**src/rtl/switch_pkg.sv**
```systemverilog
// Shared types and constants for the switch datapath: ingress FSM states,
// terminator encoding, header destination field and input RAM geometry.
package switch_pkg;

  localparam int unsigned WORD_W    = 32;
  localparam int unsigned RAM_AW    = 12;
  localparam int unsigned NUM_PORTS = 4;

  localparam logic [WORD_W-1:0] EOP_WORD = 32'h0000_0000;

  // Destination port field inside a packet header word
  localparam int unsigned DPORT_LSB = 0;
  localparam int unsigned DPORT_W   = 2;

  typedef enum logic [1:0] {
    IDLE,
    PAYLOAD,
    TERM,
    FULL
  } ing_state_t;

endpackage

```
**src/rtl/ingress_packet_writer_if.sv**
```systemverilog
// Valid/ready word stream from the port MAC into the ingress packet writer.
interface ingress_packet_writer_if;
  import switch_pkg::*;

  logic              s_valid;
  logic [WORD_W-1:0] s_data;
  logic              s_last;
  logic              s_ready;

  modport master (
    output s_valid,
    output s_data,
    output s_last,
    input  s_ready
  );

  modport slave (
    input  s_valid,
    input  s_data,
    input  s_last,
    output s_ready
  );

endinterface

```
**src/rtl/ingress_word_sanitizer.sv**
```systemverilog
// Combinational zero check: words equal to the terminator are replaced by
// ZERO_SUBST, and zero_hit flags the substitution.
module ingress_word_sanitizer
  import switch_pkg::*;
#(
  parameter logic [WORD_W-1:0] ZERO_SUBST = 32'h0000_0001
) (
  input  logic [WORD_W-1:0] word_in,
  output logic [WORD_W-1:0] word_out,
  output logic              zero_hit
);

  always_comb begin
    zero_hit = (word_in == EOP_WORD);
    word_out = zero_hit ? ZERO_SUBST : word_in;
  end

endmodule

```
**src/rtl/ingress_packet_writer.sv**
```systemverilog
// Writes MAC packets into the per-port input RAM with a zero terminator and
// publishes the committed write address. Define INGRESS_STORE_FORWARD_EN to
// publish only complete packets instead of cut-through.
module ingress_packet_writer
  import switch_pkg::*;
#(
  parameter int unsigned       DEPTH      = 4096,
  parameter logic [WORD_W-1:0] ZERO_SUBST = 32'h0000_0001,
  parameter int unsigned       CNT_W      = 16
) (
  input  logic                 clk,
  input  logic                 rst_n,
  ingress_packet_writer_if.slave s,
  output logic                 ram_we,
  output logic [RAM_AW-1:0]    ram_addr,
  output logic [WORD_W-1:0]    ram_data,
  output logic [RAM_AW-1:0]    input_ram_wr_add,
  output logic                 full,
  output logic [CNT_W-1:0]     pkt_cnt,
  output logic [CNT_W-1:0]     err_zero_cnt,
  output logic                 trunc
);

  localparam logic [RAM_AW-1:0] LAST_ADDR = RAM_AW'(DEPTH - 1);
  localparam logic [RAM_AW-1:0] PRE_LAST  = RAM_AW'(DEPTH - 2);

  ing_state_t        state, state_n;
  logic [RAM_AW-1:0] ptr;
  logic              ready_c;
  logic              accept;
  logic              term_we;
  logic              trunc_set;
  logic [WORD_W-1:0] clean_word;
  logic              zero_hit;

  ingress_word_sanitizer #(
    .ZERO_SUBST(ZERO_SUBST)
  ) u_sanitizer (
    .word_in (s.s_data),
    .word_out(clean_word),
    .zero_hit(zero_hit)
  );

  always_ff @(posedge clk or negedge rst_n) begin
    if (!rst_n) state <= IDLE;
    else        state <= state_n;
  end

  always_comb begin
    state_n   = state;
    ready_c   = 1'b0;
    term_we   = 1'b0;
    trunc_set = 1'b0;
    unique case (state)
      IDLE: begin
        if (ptr > PRE_LAST) begin
          state_n = FULL;
        end else begin
          ready_c = 1'b1;
          if (s.s_valid) state_n = s.s_last ? TERM : PAYLOAD;
        end
      end
      PAYLOAD: begin
        // Out of room: close the packet; the rest of it stays backpressured
        if (ptr == LAST_ADDR) begin
          state_n   = TERM;
          trunc_set = 1'b1;
        end else begin
          ready_c = 1'b1;
          if (s.s_valid && s.s_last) state_n = TERM;
        end
      end
      TERM: begin
        term_we = 1'b1;
        state_n = (ptr >= PRE_LAST) ? FULL : IDLE;
      end
      FULL: state_n = FULL;
      default: state_n = IDLE;
    endcase
  end

  // Gated by reset so the handshake is idle while rst_n is held low
  assign s.s_ready = ready_c & rst_n;
  assign accept    = s.s_valid & s.s_ready;
  assign full      = (state == FULL);

  always_ff @(posedge clk or negedge rst_n) begin
    if (!rst_n) begin
      ram_we   <= 1'b0;
      ram_addr <= '0;
      ram_data <= '0;
      ptr      <= '0;
    end else if (accept || term_we) begin
      ram_we   <= 1'b1;
      ram_addr <= ptr;
      ram_data <= term_we ? EOP_WORD : clean_word;
      if (ptr != LAST_ADDR) ptr <= ptr + 1'b1;
    end else begin
      ram_we <= 1'b0;
    end
  end

  always_ff @(posedge clk or negedge rst_n) begin
    if (!rst_n) begin
      pkt_cnt      <= '0;
      err_zero_cnt <= '0;
      trunc        <= 1'b0;
    end else begin
      if (term_we) pkt_cnt <= pkt_cnt + 1'b1;
      if (accept && zero_hit && (err_zero_cnt != '1))
        err_zero_cnt <= err_zero_cnt + 1'b1;
      if (trunc_set) trunc <= 1'b1;
    end
  end

`ifdef INGRESS_STORE_FORWARD_EN
  logic pub_pending;

  // Publish one cycle after the terminator write, so ptr already covers it
  always_ff @(posedge clk or negedge rst_n) begin
    if (!rst_n) begin
      pub_pending      <= 1'b0;
      input_ram_wr_add <= '0;
    end else begin
      pub_pending <= term_we;
      if (pub_pending) input_ram_wr_add <= ptr;
    end
  end
`else
  always_ff @(posedge clk or negedge rst_n) begin
    if (!rst_n) input_ram_wr_add <= '0;
    else        input_ram_wr_add <= ptr;
  end
`endif

endmodule
```
**src/flat_wrapper.sv**
```systemverilog
// flat-port wrapper written by rule: the top's interface ports become plain ports
module ingress_packet_writer_flat import switch_pkg::*;
#(
  parameter int unsigned       DEPTH      = 4096,
  parameter logic [WORD_W-1:0] ZERO_SUBST = 32'h0000_0001,
  parameter int unsigned       CNT_W      = 16
)
  (clk, rst_n, ram_we, ram_addr, ram_data, input_ram_wr_add, full, pkt_cnt, err_zero_cnt, trunc, s_s_valid, s_s_data, s_s_last, s_s_ready);
  ingress_packet_writer_if s_i ();
  input  logic clk;
  input  logic rst_n;
  output logic ram_we;
  output logic [RAM_AW-1:0] ram_addr;
  output logic [WORD_W-1:0] ram_data;
  output logic [RAM_AW-1:0] input_ram_wr_add;
  output logic full;
  output logic [CNT_W-1:0] pkt_cnt;
  output logic [CNT_W-1:0] err_zero_cnt;
  output logic trunc;
  input wire logic [$bits(s_i.s_valid)-1:0] s_s_valid;
  input wire logic [$bits(s_i.s_data)-1:0] s_s_data;
  input wire logic [$bits(s_i.s_last)-1:0] s_s_last;
  output wire logic [$bits(s_i.s_ready)-1:0] s_s_ready;
  assign s_i.s_valid = s_s_valid;
  assign s_i.s_data = s_s_data;
  assign s_i.s_last = s_s_last;
  assign s_s_ready = s_i.s_ready;
  ingress_packet_writer #(.DEPTH(DEPTH), .ZERO_SUBST(ZERO_SUBST), .CNT_W(CNT_W)) u_core (.clk(clk), .rst_n(rst_n), .s(s_i), .ram_we(ram_we), .ram_addr(ram_addr), .ram_data(ram_data), .input_ram_wr_add(input_ram_wr_add), .full(full), .pkt_cnt(pkt_cnt), .err_zero_cnt(err_zero_cnt), .trunc(trunc));
endmodule
```
**config.mk**
```make
export PLATFORM = sky130hd
export DESIGN_NAME = ingress_packet_writer_flat
export DESIGN_NICKNAME = d
export VERILOG_FILES = /design/src/rtl/switch_pkg.sv /design/src/rtl/ingress_packet_writer_if.sv /design/src/rtl/ingress_word_sanitizer.sv /design/src/rtl/ingress_packet_writer.sv /design/src/flat_wrapper.sv
export SDC_FILE = /design/constraint.sdc
export NUM_CORES = 1
export LEC_CHECK = 0
export BUFFER_PORTS_ARGS = -buffer_cell sky130_fd_sc_hd__buf_2
export CAP_MARGIN = 25
export CELL_PAD_IN_SITES_DETAIL_PLACEMENT = 1
export CELL_PAD_IN_SITES_GLOBAL_PLACEMENT = 2
export CORE_ASPECT_RATIO = 0.9
export CORE_MARGIN = 2
export CORE_UTILIZATION = 34
export CTS_CLUSTER_DIAMETER = 40
export DETAILED_ROUTE_END_ITERATION = 7
export PLACE_DENSITY_LB_ADDON = 0.3
export SLEW_MARGIN = 20
export SYNTH_ARGS = -nofsm -noshare
export SYNTH_HDL_FRONTEND = slang
export SYNTH_SLANG_ARGS = --single-unit
```
**constraint.sdc**
```tcl
create_clock -name clk -period 5 [get_ports clk]
set_clock_uncertainty 0.15 [all_clocks]
set_input_delay 0.25 -clock clk [delete_from_list [all_inputs] [get_ports clk]]
set_output_delay 0.25 -clock clk [all_outputs]
set_load 0.01 [all_outputs]
```
==> metrics.md <==
| Metric | Value |
|---|---|
| Sequential fraction of the synthesis area | `58.3%` |
| Ys Warns | `0` |
| Outcome | `finished, final reports clean` |
| Largest family of logic cells by synthesized area | `simple AND/OR/NAND/NOR gates` |
| TritonCTS clock tree | `done` |
| Max cap viols | `0` |
| Largest net degree at the start of global routing | `53` |
| WS Path Type | `input port to register` |
| I/O pins | `128` |
| Commonest non-fill, non-tap cells in the layout | `buf_2, dfrtp_1, nand2_1, xnor2_1` |
| Critical path's slowest cell | `nor4_4` |
| Worst EP required | `5.09 ns` |
| GP Congestion | `0.791` |
| Core footprint | `12800 µm²` |
| Clock root buffer | `clkbuf_16` |
| Fin cells | `742` |
| CTS Sinks | `104` |
| Final Hold Vio Count | `0` |
| Die Area | `14100 µm²` |
| Total grt overflow | `0` |
| Fmax | `361 MHz` |
| Setup violators final | `0` |
| Skew-Pair Late Insertion Delay | `0.36 ns` |
| CP max FO | `16` |
| Slew Limit Headroom | `41.2%` |
| Max-slew violations | `0` |
| Simple-gate share of the synthesized area | `20.7%` |
| Pwr Total | `2.80 mW` |
| H-tree depth | `3` |
| Drt total wl | `12200 µm` |
| P&R area growth vs syn | `32.0%` |
| Die X-Extent | `125 µm` |
| Mapped Cells | `418` |
| Crit-path cells | `dlygate4sd3_1 -> buf_2 -> nor4_1 -> nand2_1 -> nor4_4 -> nand3_2 -> mux2_4` |
| Least-Margin Pin Slew | `0.875 ns` |
| Power per Cell Area | `475 nW/µm²` |
| Final Critical Period | `2.77 ns` |
| Worst Path Arrival | `2.86 ns` |
| Final Core Density | `46.1%` |
| FFs w/ async S/R, synth | `100%` |
| RSZ-0062 raised after global routing | `false` |
| Pleak | `2.92 nW` |
| CP Capture Type | `register` |
| Gr usage total | `18.1%` |
| Global-route wire length before repair | `20200 µm` |
| Mapped Area | `4470 µm²` |
| Clock buffer depth | `2` |
| Placed Area | `5270 µm²` |
| CP max stage delay | `0.82 ns` |
| Vias in the first global route | `3895` |
| Post-synthesis compound-gate area fraction | `6.16%` |
| Worst Setup Start Kind | `input port` |
| Setup TNS | `0 ns` |
| DRC errors left | `0` |
| Final Instance Area | `5900 µm²` |
| First DRT Iteration DRCs | `177` |
| Number of fill cells | `1445` |
| TritonRoute pass-1 iters | `4` |
| HP Class | `input port to register` |
| Antenna violations before repair | `0` |
| Net Count, Synth | `458` |
| Adder-Cell Fraction of Synth Area | `1.12%` |
| Main synth FF type | `dfrtp_1` |
| Number of antenna diodes | `0` |
| Vias | `3639` |
| Starting density of the core | `34.9%` |
| Num CTS Buffers | `9` |
| Synthesized area per cell | `10.7 µm²` |
| EDFF count, synth | `0` |
| Crit share post-route | `55.4%` |
| Pre-CTS setup slack | `2.35 ns` |
| Fin nets | `614` |
| Mux cell area share after synthesis | `3.36%` |
| Vias/cell | `4.90` |
| Peak supply drop | `0.000206 V` |
| Yosys cell types | `43` |
| Reg clk slew, reported paths | `0.07 ns` |
| Site Rows | `39` |
| Fin Hold WS | `0.0439 ns` |
| Port buffer count | `127` |
| PnR worst setup slack | `2.23 ns` |
| DIE HEIGHT | `113 µm` |
| Gates resized, CTS repair | `0` |
| Register bit total from synthesis | `104` |
| # placed instances | `695` |
| Detail Placement HPWL | `8580 µm` |
| Most common cell after layout, fill and taps aside | `buf_2` |
| DRT antenna net count | `0` |
| XOR/XNOR Fraction of Synth Area | `8.04%` |
| Share of cells above drive strength 1 | `28.4%` |
| WL per Instance | `16.5 µm` |
[state kept, by name, indices dropped and copies added (netlist names)]
name                     cells
u_core.err_zero_cnt         16
u_core.input_ram_wr_add     12
u_core.pkt_cnt              16
u_core.ptr                  12
u_core.ram_addr             12
u_core.ram_data             32
u_core.ram_we                1
u_core.state                 2
u_core.trunc                 1
[final cells by class]
type | instances | area [µm²] | share of cell area (%)
multi-input combinational | 294 | 1760 | 29.8
tap | 164 | 205 | 3.48
clock buffer | 9 | 225 | 3.82
clock inverter | 6 | 83.8 | 1.42
timing repair buffer | 163 | 1010 | 17.2
sequential | 104 | 2600 | 44.1
inverter | 2 | 7.51 | 0.127
[synthesized netlist by cell type (5+ instances only)]
cell / n / share of area, %
o21ai_0: 32 / 3.6
xor2_1: 8 / 1.6
mux2_2: 10 / 2.5
nand2_1: 95 / 8.0
nand3_1: 20 / 2.2
nand4_1: 15 / 2.1
buf_2: 8 / 0.90
xnor2_1: 33 / 6.5
and3_1: 14 / 2.0
nor4_1: 11 / 1.5
clkbuf_1: 5 / 0.42
dfrtp_1: 104 / 58
nor2_1: 12 / 1.0
[path summary, 6_finish.rpt]
check                                          startpoint                              endpoint  slack (ns)  cells past startpoint
worst min-delay path                          s_s_data[0]        u_core.ram_data[0]$_DFFE_PN0P_        0.04                      3
worst max-delay path                         s_s_data[25]    u_core.err_zero_cnt[1]$_DFFE_PN0P_        2.23                      7
max in group asynchronous                           rst_n        u_core.pkt_cnt[14]$_DFFE_PN0N_        3.32                      4
worst min register to register  u_core.ptr[6]$_DFFE_PN0P_  u_core.input_ram_wr_add[6]$_DFF_PN0_        0.29                      0
min in group asynchronous                           rst_n           u_core.state[1]$_DFFE_PN0P_        0.24                      2
worst max register to register  u_core.ptr[1]$_DFFE_PN0P_        u_core.ram_addr[8]$_DFFE_PN0P_        2.51                      5
[report_power, final]
group	leakage (nW)	switching, mW	total [mW]	internal, mW
registers	1.39	0.166	1.23	1.06
clock network	0.155	0.312	0.747	0.435
logic	1.38	0.482	0.825	0.343
[what timing repair did]
action | CTS | global route
hold buffers | 32 | 0
buffers inserted | 0 | 0
hold endpoints to repair | 52 | 0
[cell families (layout without fill, tap and decap cells)]
family | Yosys count | count (layout)
AND/OR/NAND/NOR | 188 | 188
flip-flops | 104 | 104
AO/OA/AOI/OAI | 48 | 48
XOR/XNOR | 41 | 41
buffers and inverters | 20 | 180
multiplexers | 13 | 13
adder cells (fa/ha/maj) | 4 | 4
[critical path: cells and delay by family]
kind | cells | cell delay, ns
buf+inv | 2 | 0.67
mux | 1 | 0.34
simple gates | 4 | 1.60
[routing by layer]
metal	up-vias	share of wire [%]	track usage (%)
li1	1744	-	-
met1	1808	46	23.4
met2	73	48	30.1
met3	14	4.2	4.40
met4	0	1.6	5.93
met5	-	0	0
(Power assumes the default switching activity.)
